File: src/rtl/yc_pattern_gen.sv
// yc_pattern_gen: 15 kHz NTSC/PAL timing with bars, ramp, crosshatch and solid test patterns.
// Ports: clk; reset_n (sync, active-low); pal/range/smpte/pattern/solid_rgb are mode inputs
//   latched at the frame wrap; outputs ce_pix, HBlank/HSync/VBlank/VSync, video_r/g/b, frame_start.
// Option: define YC_PATGEN_ANIM_EN for a white marker column that steps one pixel per frame.
module yc_pattern_gen #(
  parameter int DW        = 8,
  parameter int CE_DIV    = 4,
  parameter int H_ACTIVE  = 720,
  parameter int H_FP      = 16,
  parameter int H_SYNC    = 64,
  parameter int H_BP      = 58,
  parameter int V_ACT_N   = 240,
  parameter int V_FP_N    = 3,
  parameter int V_SYNC_N  = 3,
  parameter int V_BP_N    = 16,
  parameter int V_ACT_P   = 288,
  parameter int V_FP_P    = 2,
  parameter int V_SYNC_P  = 3,
  parameter int V_BP_P    = 19,
  parameter int RAMP_STEP = 3,
  parameter int GRID      = 32
) (
  input  logic            clk,
  input  logic            reset_n,
  input  logic            pal,
  input  logic            range,
  input  logic            smpte,
  input  logic [1:0]      pattern,
  input  logic [3*DW-1:0] solid_rgb,
  output logic            ce_pix,
  output logic            HBlank,
  output logic            HSync,
  output logic            VBlank,
  output logic            VSync,
  output logic [DW-1:0]   video_r,
  output logic [DW-1:0]   video_g,
  output logic [DW-1:0]   video_b,
  output logic            frame_start
);

  localparam int H_TOTAL = H_ACTIVE + H_FP + H_SYNC + H_BP;
  localparam int VT_N = V_ACT_N + V_FP_N + V_SYNC_N + V_BP_N;
  localparam int VT_P = V_ACT_P + V_FP_P + V_SYNC_P + V_BP_P;
  localparam int VT_MAX = (VT_N > VT_P) ? VT_N : VT_P;
  localparam int HW = $clog2(H_TOTAL);
  localparam int VW = $clog2(VT_MAX);
  localparam int CW = $clog2(CE_DIV);
  localparam int BW = H_ACTIVE / 8;
  localparam int BCW = $clog2(BW + 1);
  localparam int RCW = $clog2(RAMP_STEP + 1);
  localparam int GCW = $clog2(GRID + 1);
  localparam int SH = DW - 8;

  localparam logic [CW-1:0] DIV_M1 = CW'(CE_DIV - 1);
  localparam logic [HW-1:0] HT_M1  = HW'(H_TOTAL - 1);
  localparam logic [HW-1:0] HA     = HW'(H_ACTIVE);
  localparam logic [HW-1:0] HA_M1  = HW'(H_ACTIVE - 1);
  localparam logic [HW-1:0] HS0    = HW'(H_ACTIVE + H_FP);
  localparam logic [HW-1:0] HS1    = HW'(H_ACTIVE + H_FP + H_SYNC);
  localparam logic [VW-1:0] VTN_M1 = VW'(VT_N - 1);
  localparam logic [VW-1:0] VTP_M1 = VW'(VT_P - 1);
  localparam logic [VW-1:0] VAN    = VW'(V_ACT_N);
  localparam logic [VW-1:0] VAP    = VW'(V_ACT_P);
  localparam logic [VW-1:0] VSN0   = VW'(V_ACT_N + V_FP_N);
  localparam logic [VW-1:0] VSN1   = VW'(V_ACT_N + V_FP_N + V_SYNC_N);
  localparam logic [VW-1:0] VSP0   = VW'(V_ACT_P + V_FP_P);
  localparam logic [VW-1:0] VSP1   = VW'(V_ACT_P + V_FP_P + V_SYNC_P);
  localparam logic [BCW-1:0] BW_M1 = BCW'(BW - 1);
  localparam logic [RCW-1:0] RS_M1 = RCW'(RAMP_STEP - 1);
  localparam logic [GCW-1:0] G_M1  = GCW'(GRID - 1);
  localparam logic [DW-1:0] WHITE  = DW'(255) << SH;
  localparam logic [DW-1:0] L75    = DW'(191) << SH;
  localparam logic [DW-1:0] OFS    = DW'(16) << SH;

  logic [CW-1:0]   div_q, div_d;
  logic            ce_pix_q, ce_pix_d;
  logic [HW-1:0]   hc_q, hc_d;
  logic [VW-1:0]   vc_q, vc_d;
  logic            pal_q, pal_d, rng_q, rng_d, smp_q, smp_d;
  logic [1:0]      pat_q, pat_d;
  logic [3*DW-1:0] sol_q, sol_d;
  logic [BCW-1:0]  bcnt_q, bcnt_d;
  logic [2:0]      bidx_q, bidx_d;
  logic [RCW-1:0]  rcnt_q, rcnt_d;
  logic [7:0]      grey_q, grey_d;
  logic [GCW-1:0]  gh_q, gh_d, gv_q, gv_d;
  logic            hb_q, hb_d, hs_q, hs_d, vb_q, vb_d, vs_q, vs_d;
  logic [DW-1:0]   r_q, r_d, g_q, g_d, b_q, b_d;
  logic            fs_q, fs_d;
`ifdef YC_PATGEN_ANIM_EN
  logic [HW-1:0]   mx_q, mx_d;
`endif

  logic            hb, hs, vb, vs, grid_on;
  logic            line_end, v_end;
  logic [VW-1:0]   v_act;
  logic [DW-1:0]   lvl, pr, pg, pb;

  // Limited range: 16 + (v*220)>>8, scaled for DW.
  function automatic logic [DW-1:0] lim(input logic [DW-1:0] v);
    logic [DW+7:0] p;
    p = {8'd0, v} * (DW+8)'(220);
    return OFS + p[DW+7:8];
  endfunction

  // Pixel decode for the current counters; registered on ce_pix.
  always_comb begin
    v_act = pal_q ? VAP : VAN;
    hb = hc_q >= HA;
    hs = (hc_q >= HS0) && (hc_q < HS1);
    vb = vc_q >= v_act;
    vs = pal_q ? ((vc_q >= VSP0) && (vc_q < VSP1))
               : ((vc_q >= VSN0) && (vc_q < VSN1));
    lvl = smp_q ? WHITE : L75;
    grid_on = (gh_q == '0) || (gv_q == '0) || (hc_q == HA_M1) ||
              (vc_q == v_act - 1'b1);
    pr = '0;
    pg = '0;
    pb = '0;
    unique case (1'b1)
      pat_q == 2'd0: begin
        // bar index bits map directly onto absent primaries
        pr = bidx_q[1] ? '0 : lvl;
        pg = bidx_q[2] ? '0 : lvl;
        pb = bidx_q[0] ? '0 : lvl;
      end
      pat_q == 2'd1: begin
        pr = DW'(grey_q) << SH;
        pg = pr;
        pb = pr;
      end
      pat_q == 2'd2: begin
        pr = grid_on ? WHITE : '0;
        pg = pr;
        pb = pr;
      end
      default: begin
        pr = sol_q[3*DW-1:2*DW];
        pg = sol_q[2*DW-1:DW];
        pb = sol_q[DW-1:0];
      end
    endcase
`ifdef YC_PATGEN_ANIM_EN
    if (hc_q == mx_q) begin
      pr = WHITE;
      pg = WHITE;
      pb = WHITE;
    end
`endif
    if (rng_q) begin
      pr = lim(pr);
      pg = lim(pg);
      pb = lim(pb);
    end
    if (hb || vb) begin
      pr = '0;
      pg = '0;
      pb = '0;
    end
  end

  always_comb begin
    div_d = div_q;  hc_d = hc_q;  vc_d = vc_q;
    pal_d = pal_q;  rng_d = rng_q;  smp_d = smp_q;
    pat_d = pat_q;  sol_d = sol_q;
    bcnt_d = bcnt_q;  bidx_d = bidx_q;
    rcnt_d = rcnt_q;  grey_d = grey_q;
    gh_d = gh_q;  gv_d = gv_q;
    hb_d = hb_q;  hs_d = hs_q;  vb_d = vb_q;  vs_d = vs_q;
    r_d = r_q;  g_d = g_q;  b_d = b_q;
`ifdef YC_PATGEN_ANIM_EN
    mx_d = mx_q;
`endif
    line_end = hc_q == HT_M1;
    v_end = vc_q == (pal_q ? VTP_M1 : VTN_M1);

    div_d = ce_pix_q ? '0 : div_q + 1'b1;
    ce_pix_d = div_d == DIV_M1;

    if (ce_pix_q) begin
      hb_d = hb;  hs_d = hs;  vb_d = vb;  vs_d = vs;
      r_d = pr;  g_d = pg;  b_d = pb;
      hc_d = line_end ? '0 : hc_q + 1'b1;
      gh_d = (line_end || gh_q == G_M1) ? '0 : gh_q + 1'b1;
      if (line_end) begin
        bcnt_d = '0;  bidx_d = '0;
        rcnt_d = '0;  grey_d = '0;
        vc_d = v_end ? '0 : vc_q + 1'b1;
        gv_d = (v_end || gv_q == G_M1) ? '0 : gv_q + 1'b1;
      end else begin
        // bar 7 holds to the end of the line and absorbs the remainder
        if (bidx_q != 3'd7) begin
          if (bcnt_q == BW_M1) begin
            bcnt_d = '0;
            bidx_d = bidx_q + 1'b1;
          end else begin
            bcnt_d = bcnt_q + 1'b1;
          end
        end
        if (rcnt_q == RS_M1) begin
          rcnt_d = '0;
          if (grey_q != 8'hFF) grey_d = grey_q + 1'b1;
        end else begin
          rcnt_d = rcnt_q + 1'b1;
        end
      end
      if (line_end && v_end) begin
        pal_d = pal;  rng_d = range;  smp_d = smpte;
        pat_d = pattern;  sol_d = solid_rgb;
`ifdef YC_PATGEN_ANIM_EN
        mx_d = (mx_q == HA_M1) ? '0 : mx_q + 1'b1;
`endif
      end
    end
    fs_d = ce_pix_d && (hc_d == '0) && (vc_d == '0);
  end

  always_ff @(posedge clk) begin
    if (!reset_n) begin
      div_q <= '0;  ce_pix_q <= 1'b0;  hc_q <= '0;  vc_q <= '0;
      pal_q <= 1'b0;  rng_q <= 1'b0;  smp_q <= 1'b0;
      pat_q <= '0;  sol_q <= '0;
      bcnt_q <= '0;  bidx_q <= '0;  rcnt_q <= '0;  grey_q <= '0;
      gh_q <= '0;  gv_q <= '0;
      hb_q <= 1'b0;  hs_q <= 1'b0;  vb_q <= 1'b0;  vs_q <= 1'b0;
      r_q <= '0;  g_q <= '0;  b_q <= '0;  fs_q <= 1'b0;
`ifdef YC_PATGEN_ANIM_EN
      mx_q <= '0;
`endif
    end else begin
      div_q <= div_d;  ce_pix_q <= ce_pix_d;  hc_q <= hc_d;  vc_q <= vc_d;
      pal_q <= pal_d;  rng_q <= rng_d;  smp_q <= smp_d;
      pat_q <= pat_d;  sol_q <= sol_d;
      bcnt_q <= bcnt_d;  bidx_q <= bidx_d;  rcnt_q <= rcnt_d;  grey_q <= grey_d;
      gh_q <= gh_d;  gv_q <= gv_d;
      hb_q <= hb_d;  hs_q <= hs_d;  vb_q <= vb_d;  vs_q <= vs_d;
      r_q <= r_d;  g_q <= g_d;  b_q <= b_d;  fs_q <= fs_d;
`ifdef YC_PATGEN_ANIM_EN
      mx_q <= mx_d;
`endif
    end
  end

  assign ce_pix = ce_pix_q;
  assign HBlank = hb_q;
  assign HSync = hs_q;
  assign VBlank = vb_q;
  assign VSync = vs_q;
  assign video_r = r_q;
  assign video_g = g_q;
  assign video_b = b_q;
  assign frame_start = fs_q;

endmodule
File: config.mk
export PLATFORM = sky130hd
export DESIGN_NAME = yc_pattern_gen
export DESIGN_NICKNAME = d
export VERILOG_FILES = /design/src/rtl/yc_pattern_gen.sv
export SDC_FILE = /design/constraint.sdc
export NUM_CORES = 1
export LEC_CHECK = 0
export ABC_AREA = 0
export ABC_CLOCK_PERIOD_IN_PS = 8960
export BUFFER_PORTS_ARGS = -buffer_cell sky130_fd_sc_hd__buf_2
export CAP_MARGIN = 20
export CORE_MARGIN = 2
export CORE_UTILIZATION = 50
export CTS_CLUSTER_DIAMETER = 120
export DETAILED_ROUTE_END_ITERATION = 7
export GPL_TIMING_DRIVEN = 0
export PLACE_DENSITY = 0.65
export SETUP_SLACK_MARGIN = 0.4
export SYNTH_ARGS = -nofsm -noshare
export SYNTH_HDL_FRONTEND = slang
export SYNTH_SLANG_ARGS = --single-unit
export TNS_END_PERCENT = 30
File: constraint.sdc
create_clock -name clk -period 8.96 [get_ports clk]
set_input_delay 0 -clock clk [delete_from_list [all_inputs] [get_ports clk]]
set_output_delay 0 -clock clk [all_outputs]
set_load 0.02 [all_outputs]
==> results of run 1 <==
-- what timing repair did --
action                                  in CTS  in global routing
endpoints found under the hold margin       28                  0
hold buffers                                28                  0
endpoints found under the setup margin       0                  0
-- logic make-up (layout without fill, tap and decap cells) --
group	Yosys count	in the layout	share of synthesized area, %
adders and majority gates	139	139	23.3
AOI/OAI and AO/OA	221	221	17.0
and+or+nand+nor	373	373	20.7
buffers and inverters	156	260	7.37
DFF	112	112	25.3
xor gates and xnor gates	58	58	5.90
muxes	3	3	0.339
-- report_power, final --
group          switching, mW  internal (mW)
Clock                  0.213          0.261
Combinational         0.0421         0.0329
Sequential           0.00672          0.508
Total                  0.262          0.802
-- worst max-delay path by stage --
stage | startpoint | end | slack, ps | cells past startpoint
6_report | gv_q[0] | video_r[5] | 2310 | 23
5_1_grt | vc_q[0] | video_r[5] | 1790 | 22
4_1_cts | gv_q[0] | video_r[5] | 2260 | 23
3_5_place_dp | gv_q[0] | video_r[5] | 2300 | 23
3_3_place_gp | vc_q[0] | video_r[5] | 2370 | 22
2_1_floorplan | pal_q | video_r[5] | 3220 | 24
-- per-layer routing --
metal | vias up | GRT usage [%]
li1 | 3850 | -
met1 | 3570 | 35.4
met2 | 213 | 42.6
met3 | 26 | 3.19
met4 | 0 | 7.27
met5 | - | 0
-- final cells by class --
class                   instances  area [um^2]  share of cell area [%]
inverters                     112          420                    4.18
clock inverters                 6          108                    1.07
repair buffers                 88          581                    5.77
plain buffers                  44          231                    2.30
well taps                     225          282                    2.80
multi-input cells             794         5950                    59.2
clock buffers                  10          239                    2.38
flip-flops and latches        112         2240                    22.3
-- sequential cells by signal (all words and copies together) (netlist names), 2 cells and up --
signal   flops
bcnt_q       7
bidx_q       3
video_r      8
gv_q         6
rcnt_q       2
video_g      8
video_b      8
gh_q         6
pat_q        2
hc_q        10
vc_q         9
div_q        2
sol_q       24
grey_q       8
-- layout by cell type, fill, tap and decap left out, types with 6 or more instances in the layout --
| cell | instances |
|---|---|
| a22oi_1 | 6 |
| fa_1 | 43 |
| nand2b_1 | 7 |
| buf_2 | 68 |
| nand4_1 | 20 |
| clkbuf_16 | 9 |
| a21oi_1 | 47 |
| nand3_1 | 19 |
| inv_1 | 112 |
| nor2_1 | 86 |
| a211oi_1 | 8 |
| a21o_1 | 8 |
| nand2_1 | 127 |
| a21boi_1 | 10 |
| dfxtp_1 | 112 |
| xnor2_1 | 30 |
| or3_1 | 7 |
| dlygate4sd3_1 | 28 |
| a221o_1 | 7 |
| clkbuf_1 | 25 |
| o21ai_1 | 13 |
| xor2_1 | 27 |
| nor4_1 | 9 |
| a31oi_1 | 12 |
| and2_1 | 10 |
| a21boi_0 | 26 |
| nor3_1 | 25 |
| o21ai_0 | 36 |
| ha_1 | 96 |
| nor2b_1 | 24 |
-- worst max-delay path, delay by kind of cell, from the launching register on --
family | cells | cell delay [ps]
XOR/XNOR | 1 | 130
flip-flops | 1 | 370
adder cells (fa/ha/maj) | 6 | 2350
AND/OR/NAND/NOR | 4 | 810
buffers and inverters | 4 | 300
AO/OA/AOI/OAI | 8 | 2570
-- metrics by stage --
stage               instance area (um^2)  setup slack, ps  hold slack [ps]  util, %  total power, mW
floorplan                           8850             3220              139        -            0.564
global placement                    9430             2370              246     54.5            0.591
detailed placement                  9430             2300              250     54.5            0.592
CTS                                10100             2260             34.7     58.1             1.08
global route                       10100             1790             49.8     58.1             1.10
finish                             10100             2310             47.6     58.1             1.06
==> flow_summary.ini, run 1 <==
[run_status]
run_status = complete, no violations

[min_path]
worstHoldEndpoint = rng_q
worstHoldPathType = input port to register
hold_depth = 3
hold_path.startpoint = range

[synth]
synth-seq-cells = 112
ys.flop_type = dfxtp_1
syn_inst = 1062
synth_nets = 1232
async_flop_share_pct = 0
synthesis.area_mm2 = 0.00885
ys_seq_area_share_pct = 25.3
synth.top_cell.area_share_pct = 25.3
post-synth-top-area-cell = dfxtp_1
avgSynthCellArea_um2 = 8.33
ys_types = 76
post-synth-top-count-cell = nand2_1
synth_edf_count = 0
netlist_top_cells_count = nand2_1, dfxtp_1, inv_1, ha_1, nor2_1
synth_area_leaders = dfxtp_1, ha_1, fa_1
synth_warnings = 0

[timing]
tightest_slew_ps = 935
fmax_mhz = 150
drv_slew = 0
fin_crit_sh_pct = 74.2
slew_headroom_pct = 37.7
clock_skew_ps = 10.9
period_minus_slack_ps = 6650
finalSetupViolCount = 0
setup_tns_ps = 0
rsz0062_at_grt = false
hold_viol = 0

[global_route]
antenna_found_initial = 0
grt.total_usage_pct = 25.8
grt_pass1_wl_um = 37700
grt_pass1_vias = 7342
grt_start_max_net_pins = 21
grt_overflow = 0

[setup_path]
worstPathArrival_ps = 6910
reg2reg_to = video_r[5]
startpoint_type = register
worst_setup_path_end_kind = register
crit_type = register to register
cp_max_fo = 10
r2r_start = gv_q[0]
reg2reg_depth = 23
worstPathCellList = inv_1 -> ha_1 -> or4b_1 -> o22ai_1 -> o311a_1 -> or2_1 -> buf_6 -> o21ai_0 -> a21oi_1 -> fa_1 -> fa_1 -> inv_1 -> fa_1 -> inv_1 -> ha_1 -> nor2_1 -> a2111oi_2 -> o31ai_1 -> nor2b_1 -> xnor2_1 -> ha_1 -> a32o_1 -> a21o_1
slowest_stage = a21oi_1
r2r_slack_ps = 2310
worstPathRequired_ps = 9220
slowest_delay_ps = 780

[pwr]
leakagePower_nw = 4.18
pwr_density_cell_mw_per_mm2 = 106
peakVddDrop_v = 0.000108

[die]
die_w_um = 137
dieArea_mm2 = 0.0188
chipHeight_um = 137
core_area_mm2 = 0.0173
ios = 61
start_util_pct = 51.2
row_count = 48

[drt]
route.met3.wl_um = 1140
routed.top_layer = met4
dr.pass1.iters = 5
via_per_inst = 5.51
drtIter0Drc = 449
post_drt_wl_per_cell_um = 16.6
route.met2.wl_um = 10900
drc = 0
drt_wl_total_um = 23100
via_count = 7659
drt-met1-wl_um = 10700
ant_nets = 0

[clocking]
cts_made_buffers = 9
cts_root_buf = clkbuf_16
post_cts_resized = 0
post-cts-setup-buffers = 0
cts_tree = built
cts-htree-levels = 3
clk_path_buf_depth = 2
clock-sinks = 112
path_clk_slew_ps = 80
clock_latency_ps = 360

[final_layout]
fillers = 1612
antennaDiodeCount = 0
drive_gt1_share_pct = 10.0
nNetsFinal = 1331
fin_cells = 1391
syn_to_final_growth_pct = 13.7

[placement]
dp_hpwl_um = 17900
io_buffers = 60
place_congestion = 0.915
placed_cells = 1347

[job]
cap_violations = 0
Power figures use the tool's default switching activity.
==> inputs of run 2 (changes only) <==
--- a/config.mk
+++ b/config.mk
@@ -5,8 +5,8 @@
 export SDC_FILE = /design/constraint.sdc
 export NUM_CORES = 1
 export LEC_CHECK = 0
-export ABC_AREA = 0
-export ABC_CLOCK_PERIOD_IN_PS = 8960
+export ABC_AREA = 1
+export ABC_CLOCK_PERIOD_IN_PS = 6400
 export BUFFER_PORTS_ARGS = -buffer_cell sky130_fd_sc_hd__buf_2
 export CAP_MARGIN = 20
 export CORE_MARGIN = 2
==> constraint.sdc (replaced) <==
create_clock -name clk -period 6.4 [get_ports clk]
set_input_delay 0 -clock clk [delete_from_list [all_inputs] [get_ports clk]]
set_output_delay 0 -clock clk [all_outputs]
set_load 0.02 [all_outputs]
==> run 2 against run 1 <==
Net effect:
- routed wire length up 3.3%
- core utilization fell by 0.37 points
- maximum frequency rose by 20%
- clock skew up 1.7 ps
- sequential share of layout area decreased by 0.76 points
- non-clock buffer count down 13
- clock power increased by 20%
- critical path type unchanged
- critical endpoint is now video_g[6]
- largest power group unchanged
==> flow_summary.ini, run 2 <==
[synth]
synth_area_leaders = dfxtp_1, ha_1, nand2_1
ys_types = 47
post-synth-top-area-cell = dfxtp_1
synth_nets = 1518
synth-seq-cells = 112
synthesis.area_mm2 = 0.00923
ys_seq_area_share_pct = 24.3
async_flop_share_pct = 0
netlist_top_cells_count = nand2_1, inv_1, nor2_1, dfxtp_1, ha_1
synth.top_cell.area_share_pct = 24.3
synth_warnings = 0
avgSynthCellArea_um2 = 6.85
post-synth-top-count-cell = nand2_1
syn_inst = 1348
synth_edf_count = 0
ys.flop_type = dfxtp_1

[setup_path]
r2r_start = pal_q
r2r_slack_ps = 880
worst_setup_path_end_kind = register
reg2reg_to = video_g[6]
startpoint_type = register
slowest_delay_ps = 540
slowest_stage = fa_1
cp-endpoint = video_g[6]
crit_start = pal_q
critPathMostFrequentCell = nand2_1
crit_type = register to register
reg2reg_depth = 31
worstPathRequired_ps = 6650
cp_max_fo = 10
worstPathArrival_ps = 5780

[pwr]
p_total_mw = 1.46
leakagePower_nw = 5.04
pwr_density_cell_mw_per_mm2 = 140
peakVddDrop_v = 0.000130

[timing]
drv_slew = 0
period_minus_slack_ps = 5520
clock_skew_ps = 12.7
hold_viol = 0
slew_headroom_pct = 39.3
rsz0062_at_grt = false
fin_crit_sh_pct = 86.3
setup_tns_ps = 0
finalSetupViolCount = 0
tightest_slew_ps = 910
fmax_mhz = 181

[clocking]
clock-sinks = 112
post-cts-setup-buffers = 0
clock_latency_ps = 360
cts-htree-levels = 3
path_clk_slew_ps = 80
clk_path_buf_depth = 2
cts_made_buffers = 9
cts_tree = built
cts_root_buf = clkbuf_16

[die]
row_count = 49
dieArea_mm2 = 0.0196
die_w_um = 140
chipHeight_um = 140
ios = 61
core_area_mm2 = 0.0180
start_util_pct = 51.2

[drt]
dr.pass1.iters = 5
drt_wl_total_um = 23900
via_count = 8652
ant_nets = 0
drtIter0Drc = 476
via_per_inst = 5.14
drc = 0
post_drt_wl_per_cell_um = 14.2

[min_path]
worstHoldPathType = input port to register
hold_depth = 5

[final_layout]
multiInputGateArea_mm2 = 0.00593
biggestRegsByFlops = sol_q: 24 flops, hc_q: 10 flops, vc_q: 9 flops
postLayoutCoreUtil_pct = 57.8
largest_reg_flops = 24
top_register = sol_q
drive_gt1_share_pct = 8.81
fillers = 1785
final_common_cell = nand2_1
syn_to_final_growth_pct = 12.8
most-common-layout-cells = nand2_1, inv_1, nor2_1, dfxtp_1, ha_1
nNetsFinal = 1618
regArea_mm2 = 0.00224

[global_route]
grt.total_usage_pct = 25.4
grt_pass1_wl_um = 40300
antenna_found_initial = 1
grt_start_max_net_pins = 21
grt_pass1_vias = 8202
grt_overflow = 0

[placement]
place_congestion = 0.921
dp_hpwl_um = 19000
io_buffers = 60

[run_status]
run_status = complete, no violations

[job]
cap_violations = 0
[run 2: cell types whose count changed in the layout (fill, tap and decap cells not counted), sizes merged, moves of 9 or more]
cell    previous run  this run
a21boi            36         1
a21oi             49        66
a31oi             15         2
inv              115       245
nand2            127       327
nand3             19        65
nor2              87       173
nor2b             24         0
nor4              10         1
o21ai             49        73
o22ai              3        19
xnor2             30         5
xor2              27        13
[run 2: cell type report]
| cell class | instances | share of cell area, % |
|---|---|---|
| Timing Repair Buffer | 89 | 5.67 |
| Antenna cell | 1 | 0.0240 |
| Inverter | 243 | 8.78 |
| Tap cell | 229 | 2.75 |
| Multi-Input combinational cell | 963 | 57.0 |
| Clock buffer | 10 | 2.20 |
| Buffer | 30 | 1.50 |
| Clock inverter | 6 | 0.589 |
| Sequential cell | 112 | 21.5 |
[run 2: per-stage QoR]
step / std cells / instance area [um^2] / setup WS (ps) / hold slack [ps]
2_1_floorplan: 1348 / 9230 / 1760 / 135
3_3_place_gp: 1637 / 9820 / 962 / 224
3_5_place_dp: 1637 / 9820 / 910 / 225
4_1_cts: 1682 / 10400 / 865 / 55.1
5_1_grt: 1683 / 10400 / 472 / 114
6_report: 1683 / 10400 / 875 / 74.8
[run 2: report_power, final]
part	internal (mW)	switching (mW)	total, mW
combinational	0.0547	0.0998	0.154
clock	0.275	0.294	0.569
sequential	0.721	0.0153	0.736
[run 2: logic make-up after synthesis]
| family | share of synthesized area, % |
|---|---|
| flops | 24.3 |
| compound gates | 11.4 |
| buf+inv | 11.6 |
| fa+ha+maj | 22.3 |
| simple gates | 28.7 |
| xor+xnor | 1.71 |
[run 2: repair_timing]
action / 4_1_cts / 5_1_grt
hold buffers: 29 / 0
hold endpoints to repair: 29 / 0
gates resized for setup: 0 / 2
setup endpoints to repair: 0 / 2
[run 2: worst min path at each step]
stage | end | slack [ps] | start
after detailed placement | sol_q[15] | 220 | solid_rgb[15]
final | div_q[1] | 70 | reset_n
after floorplan | sol_q[0] | 130 | solid_rgb[0]
after global routing | div_q[1] | 110 | reset_n
after global placement | sol_q[15] | 220 | solid_rgb[15]
after CTS | div_q[1] | 60 | reset_n
[run 2: worst max-delay path: cells and delay by family, from the launching register on]
kind | cells | cell delay [ps]
buffers and inverters | 7 | 790
DFF | 1 | 480
AOI/OAI and AO/OA | 1 | 280
and+or+nand+nor | 15 | 1180
xor gates and xnor gates | 2 | 340
adders and majority gates | 6 | 2330
[run 2: per-layer routing]
metal	part of all wire (%)	vias to the layer above	global-route usage (%)	routed length [um]
met2	46	179	42.5	11000
li1	-	4482	-	-
met1	48	3968	35.6	11500
met4	1.3	0	4.95	310
met3	4.4	23	2.92	1040
met5	0	-	0	0
==> inputs of run 3 (changes only) <==
--- a/config.mk
+++ b/config.mk
@@ -6,10 +6,10 @@
 export NUM_CORES = 1
 export LEC_CHECK = 0
 export ABC_AREA = 1
-export ABC_CLOCK_PERIOD_IN_PS = 6400
+export ABC_CLOCK_PERIOD_IN_PS = 5870
 export BUFFER_PORTS_ARGS = -buffer_cell sky130_fd_sc_hd__buf_2
 export CAP_MARGIN = 20
-export CORE_MARGIN = 2
+export CORE_MARGIN = 1
 export CORE_UTILIZATION = 50
 export CTS_CLUSTER_DIAMETER = 120
 export DETAILED_ROUTE_END_ITERATION = 7
==> constraint.sdc (replaced) <==
create_clock -name clk -period 5.87 [get_ports clk]
set_input_delay 0 -clock clk [delete_from_list [all_inputs] [get_ports clk]]
set_output_delay 0 -clock clk [all_outputs]
set_load 0.02 [all_outputs]
==> run 3 against run 2 <==
Net effect:
- sequential share of layout area down 0.18 points
- die area fell by 2.8%
- non-clock buffer count is the same
- clock-buffer cell count is the same
- via count rose by 0.12%
- combinational power rose by 9%
- hold slack got worse by 16 ps
- first-iteration DRC count shrank 8.6%
- sequential power increased by 9.0%
- maximum frequency is 8.4% higher
- routed wire length increased by 0.85%
- core utilization increased by 0.68 points
==> flow_summary.ini, run 3 (synthesized netlist as in run 2, its figures left out) <==
[run_status]
run_status = complete, no violations

[timing]
fmax_mhz = 196
holdWs_ps = 58.8
drv_slew = 0
slew_headroom_pct = 40.2
finalSetupViolCount = 0
period_minus_slack_ps = 5100
rsz0062_at_grt = false
clock_skew_ps = 13.1
setup_tns_ps = 0
hold_viol = 0
tightest_slew_ps = 897
worst_slack_ps = 773
fin_crit_sh_pct = 86.8

[global_route]
grt_pass1_wl_um = 38800
grt_overflow = 0
grt_pass1_vias = 8033
grt_start_max_net_pins = 21
antenna_found_initial = 0
grt.total_usage_pct = 26.5

[final_layout]
biggestRegsByFlops = sol_q: 24 flops, hc_q: 10 flops, vc_q: 9 flops
most-common-layout-cells = nand2_1, inv_1, nor2_1, dfxtp_1, ha_1
antennaDiodeCount = 0
regArea_mm2 = 0.00225
final_common_cell = nand2_1
fillers = 1807
postLayoutCoreUtil_pct = 58.5
nNetsFinal = 1618
largest_reg_flops = 24
syn_to_final_growth_pct = 14.1
top_register = sol_q
drive_gt1_share_pct = 10.4
multiInputGateArea_mm2 = 0.00605

[setup_path]
startpoint_type = register
cp_max_fo = 10
critPathMostFrequentCell = nand2_1
worst_setup_path_end_kind = register
path_delay_family = adder cells
crit_type = register to register
worstPathArrival_ps = 5360
slowest_delay_ps = 530
crit_buf_inv = 5
r2r_start = vc_q[4]
slowest_stage = fa_1
reg2reg_to = video_g[5]
crit_start = vc_q[4]
r2r_slack_ps = 770
reg2reg_depth = 27
worstPathRequired_ps = 6140

[min_path]
worstHoldEndpoint = div_q[1]
hold_path.startpoint = reset_n
hold_depth = 5
worstHoldPathType = input port to register

[die]
chipHeight_um = 138
ios = 61
dieArea_mm2 = 0.0190
start_util_pct = 51.2
core_area_mm2 = 0.0180
row_count = 49
die_w_um = 138

[placement]
dp_hpwl_um = 19000
preCtsSetupSlack_ps = 443
io_buffers = 60
place_congestion = 0.886

[pwr]
pwr_density_cell_mw_per_mm2 = 151
leakagePower_nw = 5.06
power_frac_seq_pct = 50.3
clkPwrFrac_pct = 39.1
switching_power_mw = 0.449
peakVddDrop_v = 0.000154
switching_share_pct = 28.2
p_int_mw = 1.14
p_comb_share_pct = 10.5
p_total_mw = 1.59

[clocking]
clk_path_buf_depth = 2
cts_made_buffers = 9
cts-htree-levels = 3
cts_root_buf = clkbuf_16
cts_tree = built
path_clk_slew_ps = 80
clock_latency_ps = 380
clock-sinks = 112

[drt]
drtIter0Drc = 435
drc = 0
via_count = 8662
drt_wl_total_um = 24100
ant_nets = 0
dr.pass1.iters = 5
via_per_inst = 5.15
post_drt_wl_per_cell_um = 14.3

[job]
cap_violations = 0
[run 3: changes by cell type in the layout (fill, tap and decap cells not counted), moves of 3 or more]
cell / change
o22ai_4: +4
inv_1: -5
dfxtp_2: +3
inv_2: +5
o22ai_1: -10
dfxtp_1: -4
o22ai_2: +6
[run 3: stage by stage]
| step | cell area, um^2 | instances |
|---|---|---|
| after floorplan | 9230 | 1348 |
| after global placement | 9820 | 1637 |
| after detailed placement | 9820 | 1637 |
| after CTS | 10400 | 1682 |
| after global routing | 10500 | 1682 |
| final | 10500 | 1682 |
[run 3: how the worst max path moves through the flow]
stage                     depth (start not counted)  slack [ps]          to
after floorplan                                  28        1230  video_b[5]
after global placement                           28         450  video_b[5]
after detailed placement                         28         440  video_b[5]
after CTS                                        28         420  video_b[5]
after global routing                             30         400  video_b[5]
final                                            27         770  video_g[5]
[run 3: per-layer routing]
metal	part of all wire (%)	up-vias	GRT usage, %
met5	0	-	0
met4	1.3	0	6.40
met3	4.4	23	3.36
met2	46	167	44.4
met1	48	3998	36.1
li1	-	4474	-
[run 3: power groups by stage]
stage | logic [mW] | registers [mW] | clock network, mW
5_1_grt | 0.186 | 0.805 | 0.670
2_1_floorplan | 0.0659 | 0.843 | 0
3_3_place_gp | 0.151 | 0.820 | 0
3_5_place_dp | 0.152 | 0.820 | 0
4_1_cts | 0.167 | 0.802 | 0.638
6_report | 0.168 | 0.802 | 0.624
[run 3: repair_timing]
action	CTS	global route
gates cloned	0	0
resized for setup	1	29
setup endpoints to repair	1	17
hold endpoints to repair	29	0
buffers inserted	0	0
pin swaps	0	0
hold buffers	29	0
[run 3: tightest hold or removal path, delay by kind of cell]
kind            cells  cell delay, ps
compound gates      2             140
buf+inv             2             200
simple gates        1              50
[run 3: cell type report]
type                            count  share of cell area (%)
Buffer                             30                    1.48
Clock buffer                       10                    2.17
Clock inverter                      6                   0.582
Inverter                          243                    8.68
Multi-Input combinational cell    963                    57.4
Sequential cell                   112                    21.4
Tap cell                          229                    2.72
Timing Repair Buffer               89                    5.61
